[src/rtl/dig_clock_pkg.sv]
// Shared types and constants for the digital-clock alarm/time-set controllers.
// ALARM_SNOOZE_EN adds the SNOOZE state to the FSM enum.
package dig_clock_pkg;

  localparam int HOUR_W = 6;
  localparam int MIN_W  = 7;

  localparam logic [3:0] SEL_NONE   = 4'b0000;
  localparam logic [3:0] SEL_MIN_L  = 4'b0001;
  localparam logic [3:0] SEL_MIN_H  = 4'b0010;
  localparam logic [3:0] SEL_HOUR_L = 4'b0100;
  localparam logic [3:0] SEL_HOUR_H = 4'b1000;

  localparam logic [3:0] UNIT_MAX        = 4'd9;
  localparam logic [2:0] MIN_TENS_MAX    = 3'd5;
  localparam logic [3:0] HOUR_UNIT_MAX_2 = 4'd3;
  localparam logic [1:0] HOUR_TENS_MAX   = 2'd2;

  typedef enum logic [1:0] {
    ST_IDLE   = 2'd0,
    ST_EDIT   = 2'd1,
`ifdef ALARM_SNOOZE_EN
    ST_RING   = 2'd2,
    ST_SNOOZE = 2'd3
`else
    ST_RING   = 2'd2
`endif
  } alarm_fsm_t;

endpackage

[src/rtl/alarm_digit_inc.sv]
// Combinational BCD next-value for hour/minute: increments the selected digit
// with per-digit wrap, no carries, and the 2x-hour units clamp.
module alarm_digit_inc
  import dig_clock_pkg::*;
(
  input  logic [HOUR_W-1:0] hour,
  input  logic [MIN_W-1:0]  minute,
  input  logic [3:0]        select_one,
  input  logic              inc,
  output logic [HOUR_W-1:0] hour_nxt,
  output logic [MIN_W-1:0]  minute_nxt
);

  logic [3:0] min_l;
  logic [2:0] min_h;
  logic [3:0] hour_l;
  logic [1:0] hour_h;
  logic [3:0] hour_l_max;
  logic [1:0] hour_h_inc;

  assign min_l  = minute[3:0];
  assign min_h  = minute[6:4];
  assign hour_l = hour[3:0];
  assign hour_h = hour[5:4];

  always_comb begin
    hour_nxt   = hour;
    minute_nxt = minute;
    hour_l_max = (hour_h == HOUR_TENS_MAX) ? HOUR_UNIT_MAX_2 : UNIT_MAX;
    hour_h_inc = (hour_h >= HOUR_TENS_MAX) ? 2'd0 : hour_h + 2'd1;
    if (inc) begin
      case (select_one)
        SEL_MIN_L:  minute_nxt[3:0] = (min_l >= UNIT_MAX) ? 4'd0 : min_l + 4'd1;
        SEL_MIN_H:  minute_nxt[6:4] = (min_h >= MIN_TENS_MAX) ? 3'd0 : min_h + 3'd1;
        SEL_HOUR_L: hour_nxt[3:0]   = (hour_l >= hour_l_max) ? 4'd0 : hour_l + 4'd1;
        SEL_HOUR_H: begin
          hour_nxt[5:4] = hour_h_inc;
          // entering the 20s must not leave an illegal 24..29
          if (hour_h_inc == HOUR_TENS_MAX && hour_l > HOUR_UNIT_MAX_2)
            hour_nxt[3:0] = HOUR_UNIT_MAX_2;
        end
        default: ;
      endcase
    end
  end

endmodule

[src/rtl/alarm_set_ctrl.sv]
// Alarm configuration editor, time comparator and ring sequencer.
// Optional ALARM_SNOOZE_EN adds a SNOOZE state entered by key_inc while ringing.
//
// state  | meaning
// IDLE   | alarm armed or off, watching for the match edge
// EDIT   | edit_mode high, keys edit the selected digit
// RING   | buzzer on, counting sec_tick to auto-stop
// SNOOZE | buzzer paused, counting sec_tick to re-ring (ALARM_SNOOZE_EN)
module alarm_set_ctrl
  import dig_clock_pkg::*;
#(
  parameter logic [HOUR_W-1:0] RST_HOUR    = 6'h07,
  parameter logic [MIN_W-1:0]  RST_MINUTE  = 7'h00,
  parameter int                RING_SECS   = 30,
  parameter int                SNOOZE_SECS = 300
) (
  input  logic              CLOCK_50,
  input  logic              rst_n,
  input  logic              edit_mode,
  input  logic              key_next,
  input  logic              key_inc,
  input  logic              key_onoff,
  input  logic              sec_tick,
  input  logic [HOUR_W-1:0] cur_hour,
  input  logic [MIN_W-1:0]  cur_minute,
  output logic              state,
  output logic [3:0]        select_one,
  output logic [HOUR_W-1:0] alarm_hour,
  output logic [MIN_W-1:0]  alarm_minute,
  output logic              ring
);

  // one counter serves both intervals, so size it for the longer one
  localparam int CNT_MAX = (RING_SECS > SNOOZE_SECS) ? RING_SECS : SNOOZE_SECS;
  localparam int CNT_W   = $clog2(CNT_MAX + 1);
  localparam logic [CNT_W-1:0] RING_LAST = CNT_W'(RING_SECS - 1);
`ifdef ALARM_SNOOZE_EN
  localparam logic [CNT_W-1:0] SNZ_LAST  = CNT_W'(SNOOZE_SECS - 1);
`endif

  alarm_fsm_t        fsm_q, fsm_nxt;
  logic              alarm_en_q, alarm_en_nxt;
  logic [3:0]        sel_q, sel_nxt;
  logic [HOUR_W-1:0] hour_q, hour_nxt, inc_hour;
  logic [MIN_W-1:0]  min_q, min_nxt, inc_min;
  logic              ring_q, ring_nxt;
  logic [CNT_W-1:0]  cnt_q, cnt_nxt;
  logic              match_q, match_d, edit_mode_d;
  logic              any_key, trigger, edit_rise, ring_done, counting;

  alarm_digit_inc u_digit_inc (
    .hour       (hour_q),
    .minute     (min_q),
    .select_one (sel_q),
    .inc        (key_inc),
    .hour_nxt   (inc_hour),
    .minute_nxt (inc_min)
  );

  assign any_key   = key_next | key_inc | key_onoff;
  assign trigger   = alarm_en_q & match_q & ~match_d;
  assign edit_rise = edit_mode & ~edit_mode_d;
  assign ring_done = sec_tick && (cnt_q == RING_LAST);

  always_ff @(posedge CLOCK_50 or negedge rst_n) begin
    if (!rst_n) fsm_q <= ST_IDLE;
    else        fsm_q <= fsm_nxt;
  end

  always_comb begin
    fsm_nxt = fsm_q;
    case (fsm_q)
      ST_IDLE: begin
        if (edit_mode)    fsm_nxt = ST_EDIT;
        else if (trigger) fsm_nxt = ST_RING;
      end
      ST_EDIT: begin
        if (!edit_mode) fsm_nxt = ST_IDLE;
      end
      ST_RING: begin
`ifdef ALARM_SNOOZE_EN
        if (key_inc)        fsm_nxt = ST_SNOOZE;
        else
`endif
        if (any_key)        fsm_nxt = ST_IDLE;
        else if (edit_rise) fsm_nxt = ST_EDIT;
        else if (ring_done) fsm_nxt = ST_IDLE;
      end
`ifdef ALARM_SNOOZE_EN
      ST_SNOOZE: begin
        if (key_onoff)      fsm_nxt = ST_IDLE;
        else if (edit_mode) fsm_nxt = ST_EDIT;
        else if (sec_tick && (cnt_q == SNZ_LAST)) fsm_nxt = ST_RING;
      end
`endif
      default: fsm_nxt = ST_IDLE;
    endcase
  end

  always_comb begin
    alarm_en_nxt = alarm_en_q;
    sel_nxt      = SEL_NONE;
    hour_nxt     = hour_q;
    min_nxt      = min_q;
    cnt_nxt      = '0;
    ring_nxt     = (fsm_nxt == ST_RING);
    counting     = (fsm_q == ST_RING);
`ifdef ALARM_SNOOZE_EN
    if (fsm_q == ST_SNOOZE) counting = 1'b1;
    if (fsm_q == ST_SNOOZE && key_onoff) alarm_en_nxt = 1'b0;
`endif
    if (fsm_nxt == ST_EDIT) begin
      if (fsm_q != ST_EDIT) sel_nxt = SEL_MIN_L;
      else if (key_next)    sel_nxt = {sel_q[2:0], sel_q[3]};
      else                  sel_nxt = sel_q;
    end
    if (fsm_q == ST_EDIT && fsm_nxt == ST_EDIT) begin
      hour_nxt = inc_hour;
      min_nxt  = inc_min;
    end
    if ((fsm_q == ST_IDLE || fsm_q == ST_EDIT) && key_onoff)
      alarm_en_nxt = ~alarm_en_q;
    if (fsm_nxt == fsm_q) begin
      if (counting && sec_tick) cnt_nxt = cnt_q + CNT_W'(1);
      else                      cnt_nxt = cnt_q;
    end
  end

  always_ff @(posedge CLOCK_50 or negedge rst_n) begin
    if (!rst_n) begin
      alarm_en_q  <= 1'b0;
      sel_q       <= SEL_NONE;
      hour_q      <= RST_HOUR;
      min_q       <= RST_MINUTE;
      ring_q      <= 1'b0;
      cnt_q       <= '0;
      match_q     <= 1'b0;
      match_d     <= 1'b0;
      edit_mode_d <= 1'b0;
    end else begin
      alarm_en_q  <= alarm_en_nxt;
      sel_q       <= sel_nxt;
      hour_q      <= hour_nxt;
      min_q       <= min_nxt;
      ring_q      <= ring_nxt;
      cnt_q       <= cnt_nxt;
      match_q     <= (cur_hour == hour_q) && (cur_minute == min_q);
      match_d     <= match_q;
      edit_mode_d <= edit_mode;
    end
  end

  assign state        = alarm_en_q;
  assign select_one   = sel_q;
  assign alarm_hour   = hour_q;
  assign alarm_minute = min_q;
  assign ring         = ring_q;

endmodule
[config.mk]
export PLATFORM = sky130hd
export DESIGN_NAME = alarm_set_ctrl
export DESIGN_NICKNAME = d
export VERILOG_FILES = /design/src/rtl/dig_clock_pkg.sv /design/src/rtl/alarm_digit_inc.sv /design/src/rtl/alarm_set_ctrl.sv
export SDC_FILE = /design/constraint.sdc
export NUM_CORES = 1
export LEC_CHECK = 0
export CORE_MARGIN = 2
export CORE_UTILIZATION = 51
export CTS_CLUSTER_DIAMETER = 80
export DETAILED_ROUTE_END_ITERATION = 10
export GPL_TIMING_DRIVEN = 0
export PLACE_DENSITY_LB_ADDON = 0.12
export SLEW_MARGIN = 20
export SYNTH_ARGS = -nofsm -noshare
export SYNTH_HDL_FRONTEND = slang
export SYNTH_SLANG_ARGS = --single-unit
[constraint.sdc]
create_clock -name CLOCK_50 -period 2.58 [get_ports CLOCK_50]
set_input_delay 0.516 -clock CLOCK_50 [delete_from_list [all_inputs] [get_ports CLOCK_50]]
set_output_delay 0.516 -clock CLOCK_50 [all_outputs]
set_load 0.05 [all_outputs]
==> results_tabular.tex <==
\begin{tabular}{lr}
\hline
Metric & Value \\
\hline
\multicolumn{2}{l}{\textbf{Outcome}} \\
\quad Run status & finished clean \\
\multicolumn{2}{l}{\textbf{Logic synthesis}} \\
\quad Post-synthesis share of cell area spent on full adders, half adders and majority gates & 6.325\% \\
\quad Synthesized net count & 223 \\
\quad Post-synthesis instance total & 193 \\
\quad Portion of netlist area occupied by mux cells & 2.657\% \\
\quad Synth Area in Simple Gates & 23.59\% \\
\quad Synth Area in XOR/XNOR & 9.741\% \\
\quad Netlist area before placement & 1978 um\^{}2 \\
\quad Number of synthesized register bits & 33 \\
\quad Share of the synthesized area in compound gates (AO/OA/AOI/OAI) & 12.84\% \\
\quad Yosys warnings & 0 \\
\quad Syn Area/Cell & 10.25 um\^{}2 \\
\quad Count of distinct cell types in the synthesized netlist & 45 \\
\quad Main combinational cell family by area after synthesis & simple AND/OR/NAND/NOR gates \\
\quad Post-synthesis sequential area ratio & 41.94\% \\
\multicolumn{2}{l}{\textbf{Timing}} \\
\quad Transition time of the tightest slew-check pin & 0.7227 ns \\
\quad Worst hold margin & 0.2804 ns \\
\quad RSZ-0062 raised after global routing & false \\
\quad Highest achievable clock rate & 0.4486 GHz \\
\quad Worst slew margin relative to its limit & 51.82\% \\
\quad Max Slew Vio Count & 0 \\
\quad Post-route clock period utilization & 86.39\% \\
\quad Aggregate negative setup slack & 0 ns \\
\quad Final period demand of the worst path & 2.229 ns \\
\quad Final hold vios & 0 \\
\quad Total of endpoints with negative setup slack in the final report & 0 \\
\quad Clock Skew & 0.007079 ns \\
\multicolumn{2}{l}{\textbf{Clock network}} \\
\quad Setup fix buffers added after clock tree synthesis & 0 \\
\quad Total clock buffers created by CTS & 5 \\
\quad CTS Hold Buffers Added & 0 \\
\quad Clock latency on the worst-skew pair & 0.29 ns \\
\quad Root cell of the clock tree & clkbuf\_8 \\
\quad CTS HTree Levels & 2 \\
\quad CTS tree & yes \\
\quad Clock-pin slew on the worst setup and hold paths & 0.07 ns \\
\quad Clock sinks & 33 \\
\quad Post-cts resize count & 0 \\
\quad Buffer depth of the longest clock path & 2 \\
\multicolumn{2}{l}{\textbf{Setup path}} \\
\quad Critical path origin & select\_one[1] \\
\quad Delay of the slowest critical-path stage & 0.88 ns \\
\quad Arrival @ worst endpoint & 1.71 ns \\
\quad Master of the slowest instance on the critical path & clkdlybuf4s50\_1 \\
\quad Startpoint types & flop \\
\quad Chain of cells forming the critical path & clkdlybuf4s50\_1 \\
\quad Type of destination of the critical path & output port \\
\quad Crit path max fanout & 8 \\
\quad Worst Path Required & 2.06 ns \\
\quad Reg-to-Reg Start & alarm\_hour[4] \\
\quad Worst path buffer plus inverter count & 1 \\
\quad Family with the most delay on the worst path & buffers and inverters \\
\quad Setup Crit Path Kind & reg2out \\
\multicolumn{2}{l}{\textbf{Placement}} \\
\quad Number of placed instances with taps included & 278 \\
\quad Global placer's final weighted congestion & 0.8027 \\
\quad Placed wire-length estimate & 3.231 mm \\
\quad Number of I/O port buffers & 37 \\
\quad Placed standard-cell area & 2404 um\^{}2 \\
\multicolumn{2}{l}{\textbf{Global route}} \\
\quad Remaining global-route overflow & 0 \\
\quad Vias in the first global route & 1,561 \\
\quad Wire length of the first global-routing pass & 7.334 mm \\
\quad Tot GR Track Use & 22.35\% \\
\quad Initial antenna violation count & 0 \\
\quad Pin count of the biggest net entering global routing & 34 \\
\multicolumn{2}{l}{\textbf{Detailed routing}} \\
\quad ANT nets after route & 0 \\
\quad Drc violations & 0 \\
\quad Initial drt markers & 165 \\
\quad Drt total wl & 4.309 mm \\
\quad Routed vias & 1,608 \\
\quad Mean routed wirelength per cell & 15.07 um \\
\quad Number of optimization iterations in the first detailed-route pass & 4 \\
\quad Via count normalized by instance count & 5.622 \\
\multicolumn{2}{l}{\textbf{Flow run}} \\
\quad Max-cap violations & 0 \\
\multicolumn{2}{l}{\textbf{Floorplan}} \\
\quad Core Box Area & 3689 um\^{}2 \\
\quad Total number of placement rows & 22 \\
\quad Initial core utilization & 53.63\% \\
\quad Die area & 4393 um\^{}2 \\
\quad I/O Pins & 39 \\
\quad Vertical die dimension & 66.28 um \\
\quad Die X-Extent & 66.28 um \\
\multicolumn{2}{l}{\textbf{Power}} \\
\quad Share of total power in combinational logic & 29.0\% \\
\quad Worst VDD drop & 438.4 uV \\
\quad Register share of total power & 43.1\% \\
\quad Share of power burned in the clock network & 27.8\% \\
\quad Power density cells & 577.2 nW/um\^{}2 \\
\quad Leakage power total & 0.001041 uW \\
\quad Switching component of the power & 501.7 uW \\
\quad Fraction of power spent switching nets & 34.85\% \\
\quad Internal power & 937.7 uW \\
\multicolumn{2}{l}{\textbf{Cells and area}} \\
\quad Multi-input combinational cell area & 1091 um\^{}2 \\
\quad Share of final-layout standard cells stronger than drive strength 1 & 10.50\% \\
\quad Post-route cell area & 2494 um\^{}2 \\
\quad Sequential cell area & 829.5 um\^{}2 \\
\quad Filler Cell Count & 301 \\
\quad Share of the core filled with cells & 67.61\% \\
\quad Final net count & 267 \\
\quad Layout Area Growth over Synthesis & 26.06\% \\
\quad Top library cells by usage in the layout, fill and taps aside & clkdlybuf4s50\_1 (36), dfrtp\_1 (30), nor2\_1 (13), nor3\_1 (13), xnor2\_1 (13) \\
\quad Final instance count without filler cells & 286 \\
\quad Antenna cells & 0 \\
\quad Most frequent standard cell in the layout excluding fill and tap cells & clkdlybuf4s50\_1 \\
\multicolumn{2}{l}{\textbf{Worst hold path}} \\
\quad Worst min-delay path category & in2async \\
\hline
\end{tabular}
==> registers in the layout, indices dropped and copies added, names as in the netlist <==
name	flops
ring	1
match_q	1
select_one	4
alarm_minute	7
alarm_hour	6
cnt_q	9
state	1
match_d	1
edit_mode_d	1
fsm_q	2
==> synthesized netlist by cell type <==
cell / count / area, um^2
or2_2: 2 / 12.51
a22oi_2: 1 / 12.51
a221o_1: 1 / 10.01
nor3_1: 13 / 65.06
mux2i_1: 3 / 30.03
nand3_1: 4 / 20.02
nor4b_4: 2 / 47.55
nand4bb_1: 3 / 33.78
dfrtp_1: 30 / 750.7
a2111oi_4: 1 / 27.53
mux2_2: 2 / 22.52
a32o_1: 2 / 20.02
nor2b_1: 4 / 25.02
o21a_1: 1 / 7.510
ha_1: 10 / 125.1
a211o_1: 1 / 8.760
a21o_1: 2 / 15.01
or4_4: 1 / 11.26
nand2b_1: 4 / 25.02
o211ai_1: 1 / 7.510
nand4b_4: 1 / 23.77
a41oi_1: 1 / 8.760
nand4_1: 6 / 37.54
buf_2: 1 / 5.000
a31oi_1: 1 / 6.260
xnor2_1: 13 / 113.9
and3b_2: 1 / 10.01
o21ai_0: 6 / 30.03
a21oi_1: 9 / 45.04
and3_2: 1 / 7.510
a211oi_1: 2 / 15.01
nand2_1: 11 / 41.29
dfstp_2: 3 / 78.83
xor2_1: 9 / 78.83
a22o_1: 1 / 8.760
nor3b_1: 1 / 7.510
o32ai_1: 1 / 8.760
nor4_2: 1 / 12.51
inv_1: 12 / 45.04
clkbuf_1: 2 / 7.510
nor4_1: 4 / 25.02
a21bo_2: 1 / 10.01
or3_1: 2 / 12.51
o22ai_1: 2 / 12.51
nor2_1: 13 / 48.80
==> final cells by class <==
class                           instances  area share [%]
Multi-Input combinational cell        145           43.75
Sequential cell                        33           33.27
Timing Repair Buffer                   37           14.65
Clock buffer                            8           3.613
Tap cell                               48           2.408
Inverter                               12           1.806
Buffer                                  3          0.5018
==> worst register-to-register path: stages (launching register included) <==
cell and delay (ns):
dfrtp_1 0.45, nand2b_1 0.21, ha_1 0.28, a211o_1 0.27, a211oi_1 0.47, a221o_1 0.23
a32o_1 0.13
==> stage by stage <==
step | total power, uW | worst slack [ns]
finish | 1439 | 0.3511
floorplan | 880.5 | 0.4401
global route | 1510 | 0.2716
CTS | 1446 | 0.3337
global placement | 1023 | 0.2675
detailed placement | 1042 | 0.2192
==> kinds of logic after synthesis <==
| logic type | Yosys count |
|---|---|
| AOI/OAI and AO/OA | 34 |
| muxes | 5 |
| adders and majority gates | 10 |
| xor gates and xnor gates | 22 |
| buffers and inverters | 15 |
| DFF | 33 |
| and+or+nand+nor | 74 |
==> routing by layer <==
layer / part of all wire (%) / track usage [%]
met5: 0 / 0
met4: 1.4 / 9.694
met3: 4.3 / 4.940
met2: 49 / 36.13
met1: 45 / 28.62
==> path summary, 6_finish.rpt <==
| path | depth (start not counted) | slack (ns) | to |
|---|---|---|---|
| setup / recovery | 1 | 0.35 | select_one[1] |
| hold / removal | 1 | 0.28 | cnt_q[5] |
| setup reg to reg | 6 | 0.47 | alarm_hour[2] |
| hold reg to reg | 0 | 0.38 | match_d |
| max in group asynchronous | 1 | 1.83 | alarm_hour[3] |
| min in group CLOCK_50 | 0 | 0.38 | match_d |
==> power groups by stage <==
| stage | Sequential (uW) | Clock [uW] | Combinational [uW] |
|---|---|---|---|
| 3_5_place_dp | 627 | 0 | 415 |
| 5_1_grt | 628 | 436 | 446 |
| 3_3_place_gp | 624 | 0 | 400 |
| 4_1_cts | 619 | 408 | 418 |
| 2_1_floorplan | 746 | 0 | 134 |
| 6_report | 621 | 401 | 418 |
No activity file was read; power rests on OpenSTA's default activity.
